[src/rtl/seg_capture.sv]
// Multiplexed active-low 7-segment bus receiver: reconstructs the displayed hex digits.
// Optional decimal-point capture is enabled by defining SEG_CAPTURE_DP_EN.
module seg_capture #(
  parameter int unsigned NUM_DIGITS    = 4,
  parameter int unsigned STABLE_CYCLES = 4
) (
  input  logic                    clk,
  input  logic                    rst,
  input  logic [7:0]              segs_n,
  input  logic [NUM_DIGITS-1:0]   an_n,
  output logic [4*NUM_DIGITS-1:0] value,
  output logic [NUM_DIGITS-1:0]   digit_valid,
  output logic                    frame_valid,
  output logic                    err,
  output logic [NUM_DIGITS-1:0]   dp
);

  localparam int unsigned IW = (NUM_DIGITS > 1) ? $clog2(NUM_DIGITS) : 1;
  localparam int unsigned CW = $clog2(STABLE_CYCLES + 1);
`ifdef SEG_CAPTURE_DP_EN
  localparam int unsigned SW = 8;
`else
  localparam int unsigned SW = 7;
`endif
  localparam int unsigned KW = NUM_DIGITS + SW;

  typedef enum logic [1:0] {IDLE, TRACK, HELD} state_t;

  state_t                  r_state;
  logic [CW-1:0]           r_cnt;
  logic [NUM_DIGITS-1:0]   r_an_n;
  logic [SW-1:0]           r_seg_n;
  logic [KW-1:0]           r_key;
  logic [NUM_DIGITS-1:0]   r_mask;

  logic [NUM_DIGITS-1:0]   w_sel;
  logic                    w_legal;
  logic [IW-1:0]           w_idx;
  logic [KW-1:0]           w_key;
  logic [4:0]              w_dec;
  logic [NUM_DIGITS-1:0]   w_mask_nx;
  logic                    w_commit;
  logic                    w_store;

  // Returns {match, nibble} for an active-high segment pattern g..a.
  function automatic logic [4:0] glyph_decode(input logic [6:0] p);
    case (p)
      7'h3F:   glyph_decode = {1'b1, 4'h0};
      7'h06:   glyph_decode = {1'b1, 4'h1};
      7'h5B:   glyph_decode = {1'b1, 4'h2};
      7'h4F:   glyph_decode = {1'b1, 4'h3};
      7'h66:   glyph_decode = {1'b1, 4'h4};
      7'h6D:   glyph_decode = {1'b1, 4'h5};
      7'h7D:   glyph_decode = {1'b1, 4'h6};
      7'h07:   glyph_decode = {1'b1, 4'h7};
      7'h7F:   glyph_decode = {1'b1, 4'h8};
      7'h6F:   glyph_decode = {1'b1, 4'h9};
      7'h77:   glyph_decode = {1'b1, 4'hA};
      7'h7C:   glyph_decode = {1'b1, 4'hB};
      7'h39:   glyph_decode = {1'b1, 4'hC};
      7'h5E:   glyph_decode = {1'b1, 4'hD};
      7'h79:   glyph_decode = {1'b1, 4'hE};
      7'h71:   glyph_decode = {1'b1, 4'hF};
      default: glyph_decode = 5'h00;
    endcase
  endfunction

  // Exactly one anode low is a legal selection; anything else is blanking.
  assign w_sel     = ~r_an_n;
  assign w_legal   = (w_sel != '0) && ((w_sel & (w_sel - NUM_DIGITS'(1))) == '0);
  assign w_key     = {r_an_n, r_seg_n};
  assign w_dec     = glyph_decode(~r_seg_n[6:0]);
  assign w_mask_nx = r_mask | w_sel;
  assign w_commit  = w_legal && (r_state == TRACK) && (w_key == r_key) &&
                     (r_cnt == CW'(STABLE_CYCLES - 1));
  assign w_store   = w_commit && w_dec[4];

  always_comb begin
    w_idx = '0;
    for (int unsigned i = 0; i < NUM_DIGITS; i++) begin
      if (!r_an_n[i]) w_idx = IW'(i);
    end
  end

  // Sample register, dwell FSM and commit of the decoded digit.
  always_ff @(posedge clk) begin
    if (rst) begin
      r_an_n      <= '1;
      r_seg_n     <= '1;
      r_key       <= '1;
      r_state     <= IDLE;
      r_cnt       <= '0;
      r_mask      <= '0;
      value       <= '0;
      digit_valid <= '0;
      frame_valid <= 1'b0;
      err         <= 1'b0;
    end else begin
      r_an_n      <= an_n;
      r_seg_n     <= segs_n[SW-1:0];
      r_key       <= w_key;
      frame_valid <= 1'b0;
      err         <= 1'b0;
      if (!w_legal) begin
        r_state <= IDLE;
        r_cnt   <= '0;
      end else if (r_state == IDLE || w_key != r_key) begin
        r_state <= TRACK;
        r_cnt   <= CW'(1);
      end else if (r_state == TRACK) begin
        if (w_commit) begin
          r_state <= HELD;
          r_cnt   <= CW'(STABLE_CYCLES);
          if (w_store) begin
            value[32'(w_idx)*4 +: 4] <= w_dec[3:0];
            digit_valid <= digit_valid | w_sel;
            if (&w_mask_nx) begin
              frame_valid <= 1'b1;
              r_mask      <= '0;
            end else begin
              r_mask <= w_mask_nx;
            end
          end else begin
            err <= 1'b1;
          end
        end else begin
          r_cnt <= r_cnt + CW'(1);
        end
      end
    end
  end

`ifdef SEG_CAPTURE_DP_EN
  logic [NUM_DIGITS-1:0] r_dp;

  always_ff @(posedge clk) begin
    if (rst)          r_dp        <= '0;
    else if (w_store) r_dp[w_idx] <= ~r_seg_n[7];
  end

  assign dp = r_dp;
`else
  logic w_unused_dp;

  assign w_unused_dp = segs_n[7];
  assign dp          = '0;
`endif

endmodule

[config.mk]
export PLATFORM = sky130hd
export DESIGN_NAME = seg_capture
export DESIGN_NICKNAME = d
export VERILOG_FILES = /design/src/rtl/seg_capture.sv
export SDC_FILE = /design/constraint.sdc
export NUM_CORES = 1
export LEC_CHECK = 0
export CORE_MARGIN = 10
export CORE_UTILIZATION = 54
export DETAILED_ROUTE_END_ITERATION = 10
export HOLD_SLACK_MARGIN = 0.12
export PLACE_DENSITY = 0.81
export SETUP_SLACK_MARGIN = 0.05
export SKIP_CTS_REPAIR_TIMING = 1
export SLEW_MARGIN = 10
export SYNTH_ARGS = -nofsm -noshare
export SYNTH_HDL_FRONTEND = slang
export SYNTH_SLANG_ARGS = --single-unit
[constraint.sdc]
create_clock -name clk -period 2.2 [get_ports clk]
set_input_delay 0.44 -clock clk [delete_from_list [all_inputs] [get_ports clk]]
set_output_delay 0.44 -clock clk [all_outputs]
set_load 0.01 [all_outputs]
# Word level (Yosys, flattened, before mapping)
# Index checks and enable logic that the tools add are counted.
[totals]
register_bits = 53
input_bits = 14
wordCells = 80
[classes]
addsub = 3
n_eq_ne = 20
shift = 2
n_mux = 14
bitwise_logic = 10
n_reduce_logical = 19
[ops]
columns = ["operator", "n"]
rows = [
  ["$eq A7 B7 Y1 const B", 12],
  ["$pmux W5 S16", 1],
  ["$neg A4 Y34", 1],
  ["$shift A4 B34 Y16 const A", 1],
  ["$shiftx A4 B34 Y16", 1],
  ["$bwmux W16", 1],
  ["$eq A7 B3 Y1 const B", 2],
  ["$eq A7 B6 Y1 const B", 2],
  ["$eq A11 B11 Y1", 1],
  ["$ne A11 B11 Y1", 1],
  ["$mux W1", 8],
  ["$or A4 B4 Y4", 2],
  ["$not A7 Y7", 1],
  ["$reduce_or A6 Y1", 1],
  ["$logic_and A1 B1 Y1", 5],
  ["$not A1 Y1", 5],
  ["$reduce_and A5 Y1", 1],
  ["$reduce_or A5 Y1", 1],
  ["$and A4 B4 Y4", 1],
  ["$logic_not A4 Y1", 1],
  ["$mux W2", 2],
  ["$mux W4", 1],
  ["$not A4 Y4", 1],
  ["$reduce_and A2 Y1", 2],
  ["12 further kinds", 13],
]

# Logic depth before layout (Yosys ltp)
[logic_depth]
ltp_word = 11
depth_mapped = 8

# Worst setup path after synthesis
# Ideal clock, no wire load.
[synth_path]
path_kind = "register to register"
start = "register r_seg_n[6]"
end = "register digit_valid[0]"
setup_time_ns = 0.115
arrival_ns = 1.742
t_required_ns = 2.085
slack_ns = 0.344
stages_incl_launch_ff = 9
n_path_buf = 2
cell_sequence = "dfxtp_1 -> buf_6 -> nand2_4 -> nand4_2 -> o311ai_2 -> or3_4 -> buf_6 -> nor3b_2 -> o21ba_1"
[synth_via]
elab_chain_len = 5
elab_cells_between_ends = 26
[synth_lines]
columns = ["item", "line", "source"]
rows = [
  ["start, declared", "32", "logic [SW-1:0] r_seg_n;"],
  ["start signal, assigned", "100", "r_seg_n <= segs_n[SW-1:0];"],
  ["$not A7 Y7 or $eq A11 B11 Y1 (tied branches)", "72, 74", ""],
  ["$eq A7 B7 Y1, or another cell as far along", "47", "case (p)"],
  ["$pmux W5 S16 or $logic_and A1 B1 Y1 (tied branches)", "47, 74", ""],
  ["$logic_and A1 B1 Y1", "76", "assign w_store = w_commit && w_dec[4];"],
  ["$reduce_and A5 Y1 (no source line) *", "n/a", ""],
  ["end signal, assigned", "116", "digit_valid <= digit_valid | w_sel;"],
  ["end, declared", "12", "output logic [NUM_DIGITS-1:0] digit_valid,"],
]
# Mark *: on every way between the ends. The rest lies on a longest branch, timed or not.
# A chain may end at the register's enable or synchronous reset.

# Worst setup path in the final report
[layout_path]
start = "register r_an_n[3]"
end = "register r_mask[0]"
[layout_via]
elab_chain_len = 10
elab_cells_between_ends = 18
[layout_lines]
columns = ["item", "line", "source"]
rows = [
  ["start, declared", "31", "logic [NUM_DIGITS-1:0] r_an_n;"],
  ["start signal, assigned", "99", "r_an_n <= an_n;"],
  ["$not A4 Y4", "69", "assign w_sel = ~r_an_n;"],
  ["$sub A4 B1 Y4", "70", "assign w_legal = (w_sel != '0) && ((w_sel & (w_sel - NUM_DIGITS'(1))) == '0);"],
  ["$and A4 B4 Y4", "70", ""],
  ["$logic_not A4 Y1", "70", ""],
  ["$logic_and A1 B1 Y1", "70", ""],
  ["$logic_and A1 B1 Y1 (3 in series)", "74", "assign w_commit = w_legal && (r_state == TRACK) && (w_key == r_key) &&"],
  ["$logic_and A1 B1 Y1", "76", ""],
  ["$reduce_and A5 Y1 (no source line)", "n/a", ""],
  ["end signal, assigned", "121", "r_mask <= w_mask_nx;"],
  ["end, declared", "34", "logic [NUM_DIGITS-1:0] r_mask;"],
]
# Parallel ways exist; a longest one is shown, timed or not.

==> qor.yml <==
drt:
  drc: 0
  drt_iter0_drc: 84
  wl_per_cell_microns: 13.5
  dr.pass1.iters: 4
  drt-vias-per-instance: 5.30
  routed_wl_microns: 5180
  vias: 2036
  postRouteAntennaNets: 0
clock_network:
  clk_latency_ns: 0.31
  clk_pin_slew_ns: 0.09
  cts_sinks: 53
  numCtsBuffers: 5
  cts_tree: "yes"
  clockBufferDepth: 2
  cts_root_buf: "clkbuf_8"
  htreeDepth: 2
critical_path:
  arrival_ns: 2.27
  start_kind: "register"
  crit_fanout: 7
  crit_family: "simple AND/OR/NAND/NOR gates"
  crit_path_end_kind: "register"
  crit_chain: "xnor2_2, nand4_1, nor4_4, buf_4, nand4_1, nor3b_2, o21a_1"
  cpMostUsedCell: "nand4_1"
  critPathMaxStageDelay_ns: 0.54
  required_ns: 2.45
  criticalPathCategory: "reg -> reg"
  crit_buf_inv: 1
  critPathSlowestCell: "dfxtp_1"
finish:
  drive_above_1_share: 0.208
  area_delta_synth_final_pct: 17.6
  nNetsFinal: 336
  antenna-diode-count: 0
  final_util: 0.660
  finish.instance_area_sq_um: 3160
  fillers: 387
yosys:
  syn_inst: 280
  synthesis.area_sq_um: 2690
  synth_seq_cells: 53
  yosys_warnings: 0
  muxShareOfSynthArea: 0.0634
  synth_xor_area_frac: 0.0447
  ys_types: 53
  async_reset_ff_frac: 0
  synth_top_family_by_area: "simple AND/OR/NAND/NOR gates"
  synth_edf_count: 0
  yosysTopAreaCellShare: 0.395
  synth_compound_area_frac: 0.0993
  synth.avg_cell_area_sq_um: 9.59
  synth-main-ff-cell: "dfxtp_1"
  synth_area_leaders: "dfxtp_1 40%, mux2i_1 6.3%, or2_2 5.4%"
  ys_seq_area_frac: 0.395
  synthAdderAreaFrac: 0.0280
  yosys.area_share.simple: 0.293
  yosys.area.top_type: "dfxtp_1"
place:
  portBuffers: 34
  dpl_cell_area_sq_um: 3070
  hpwlAfterDp_microns: 3780
  gp_congestion: 0.830
  dp_slack_ns: 0.0936
floorplan:
  start_util: 0.561
  dieWidth_microns: 90.5
  die-area_sq_um: 8190
  io_pins: 40
  core-area_sq_um: 4790
  fp-row-count: 25
  die_y_microns: 90.5
hold_path:
  hp-class: "reg -> reg"
global_route:
  grt_pass1_wl_microns: 9140
  antenna_found_initial: 0
  grt-ovfl-total: 0
  grt_max_degree: 25
  grt_pass1_vias: 1961
  gr-usage-all-layers: 0.131
timing:
  whs_ns: 0.477
  slew_violations: 0
  setup_viol: 0
  rsz0062_at_grt: "no"
  worst_slew_pin_slew_ns: 0.501
  tns_ns: 0
  finClkSkew_ns: 0.00862
  max_freq_mhz: 496
  hold_viol_final: 0
  slew_headroom: 0.663
  fin_ws_ns: 0.185
  min_period_ns: 2.02
  min_period_over_period: 0.916
power_and_ir_drop:
  p_leak_nw: 1.27
  p_per_area_nw_per_um2: 547
  ir_drop_v: 0.000283
run:
  cap_violations: 0
outcome:
  outcome: "finished, final reports clean"
[path summary, 6_finish.rpt]
| path | from | end | slack (ns) | depth (start not counted) |
|---|---|---|---|---|
| max | r_an_n[3]$_SDFF_PP1_ | r_mask[0]$_SDFFE_PP0P_ | 0.18 | 7 |
| min | digit_valid[0]$_SDFFE_PP0P_ | digit_valid[0]$_SDFFE_PP0P_ | 0.48 | 1 |
| max reg2reg | r_an_n[3]$_SDFF_PP1_ | r_mask[0]$_SDFFE_PP0P_ | 0.18 | 7 |
| min reg2reg | digit_valid[0]$_SDFFE_PP0P_ | digit_valid[0]$_SDFFE_PP0P_ | 0.48 | 1 |
[sequential cells by signal, summed over array words and instances (netlist names)]
name         count
digit_valid      4
err              1
frame_valid      1
r_an_n           4
r_cnt            3
r_key           11
r_mask           4
r_seg_n          7
r_state          2
value           16
[Yosys cell counts, types with 6 or more instances]
| cell type | n |
|---|---|
| buf_4 | 6 |
| or2_2 | 23 |
| a21oi_1 | 8 |
| xnor2_1 | 9 |
| nand3_1 | 6 |
| nand2_1 | 27 |
| nand2b_1 | 19 |
| dfxtp_1 | 53 |
| nor2_1 | 13 |
| inv_1 | 8 |
| mux2i_1 | 17 |
| clkbuf_1 | 6 |
| ha_1 | 6 |
| buf_6 | 7 |
[placed cells by master, fill, tap and decap left out, drive strengths merged, types with 3 or more instances in the layout]
cell and instances:
nor3b 3, clkdlybuf4s50 34, nor2 13, xnor2 11, a31oi 4, nand4 5
o21a 4, or2 23, conb 4, inv 8, ha 6, dfxtp 53
o21ai 3, nand3 10, a21oi 8, nand2 28, nand2b 19, nand4b 3
nor3 4, nor4 5, clkbuf 6, buf 14, mux2i 17, nor2b 3
[layout make-up]
cell class,count,area [sq um],share of cell area
Sequential cell,53,1070,0.338
Tap cell,67,83.8,0.0266
Inverter,8,30.0,0.00951
Clock buffer,6,72.6,0.0230
Clock inverter,2,10.0,0.00317
Multi-Input combinational cell,200,1430,0.454
Timing Repair Buffer,48,458,0.145
[power breakdown]
group | switching (mW) | internal, mW
Sequential | 0.0362 | 0.982
Combinational | 0.0912 | 0.0973
Clock | 0.299 | 0.221
Total | 0.427 | 1.30
[kinds of logic after synthesis]
| kind of cell | after synthesis |
|---|---|
| other | 1 |
| adders and majority gates | 6 |
| xor gates and xnor gates | 12 |
| muxes | 17 |
| and+or+nand+nor | 126 |
| AOI/OAI and AO/OA | 35 |
| DFF | 53 |
| buffers and inverters | 30 |
[stage by stage]
stage	cells	total power, mW
after floorplan	283	1.18
after global placement	376	1.22
after detailed placement	376	1.23
after CTS	384	1.74
after global routing	384	1.81
final	384	1.73
[per-layer routing]
layer	vias up	part of all wire	track usage
li1	1021	-	-
met5	-	0	0
met2	57	0.47	0.209
met1	951	0.45	0.158
met3	7	0.070	0.0532
met4	0	0.013	0.0385
[worst register-to-register path: stages, from the launching register on]
cell     delay [ns]
dfxtp_1        0.54
xnor2_2        0.15
nand4_1        0.17
nor4_4         0.32
buf_4          0.19
nand4_1        0.21
nor3b_2        0.27
o21a_1         0.14
Note: power is estimated with default switching activity, not from simulation.
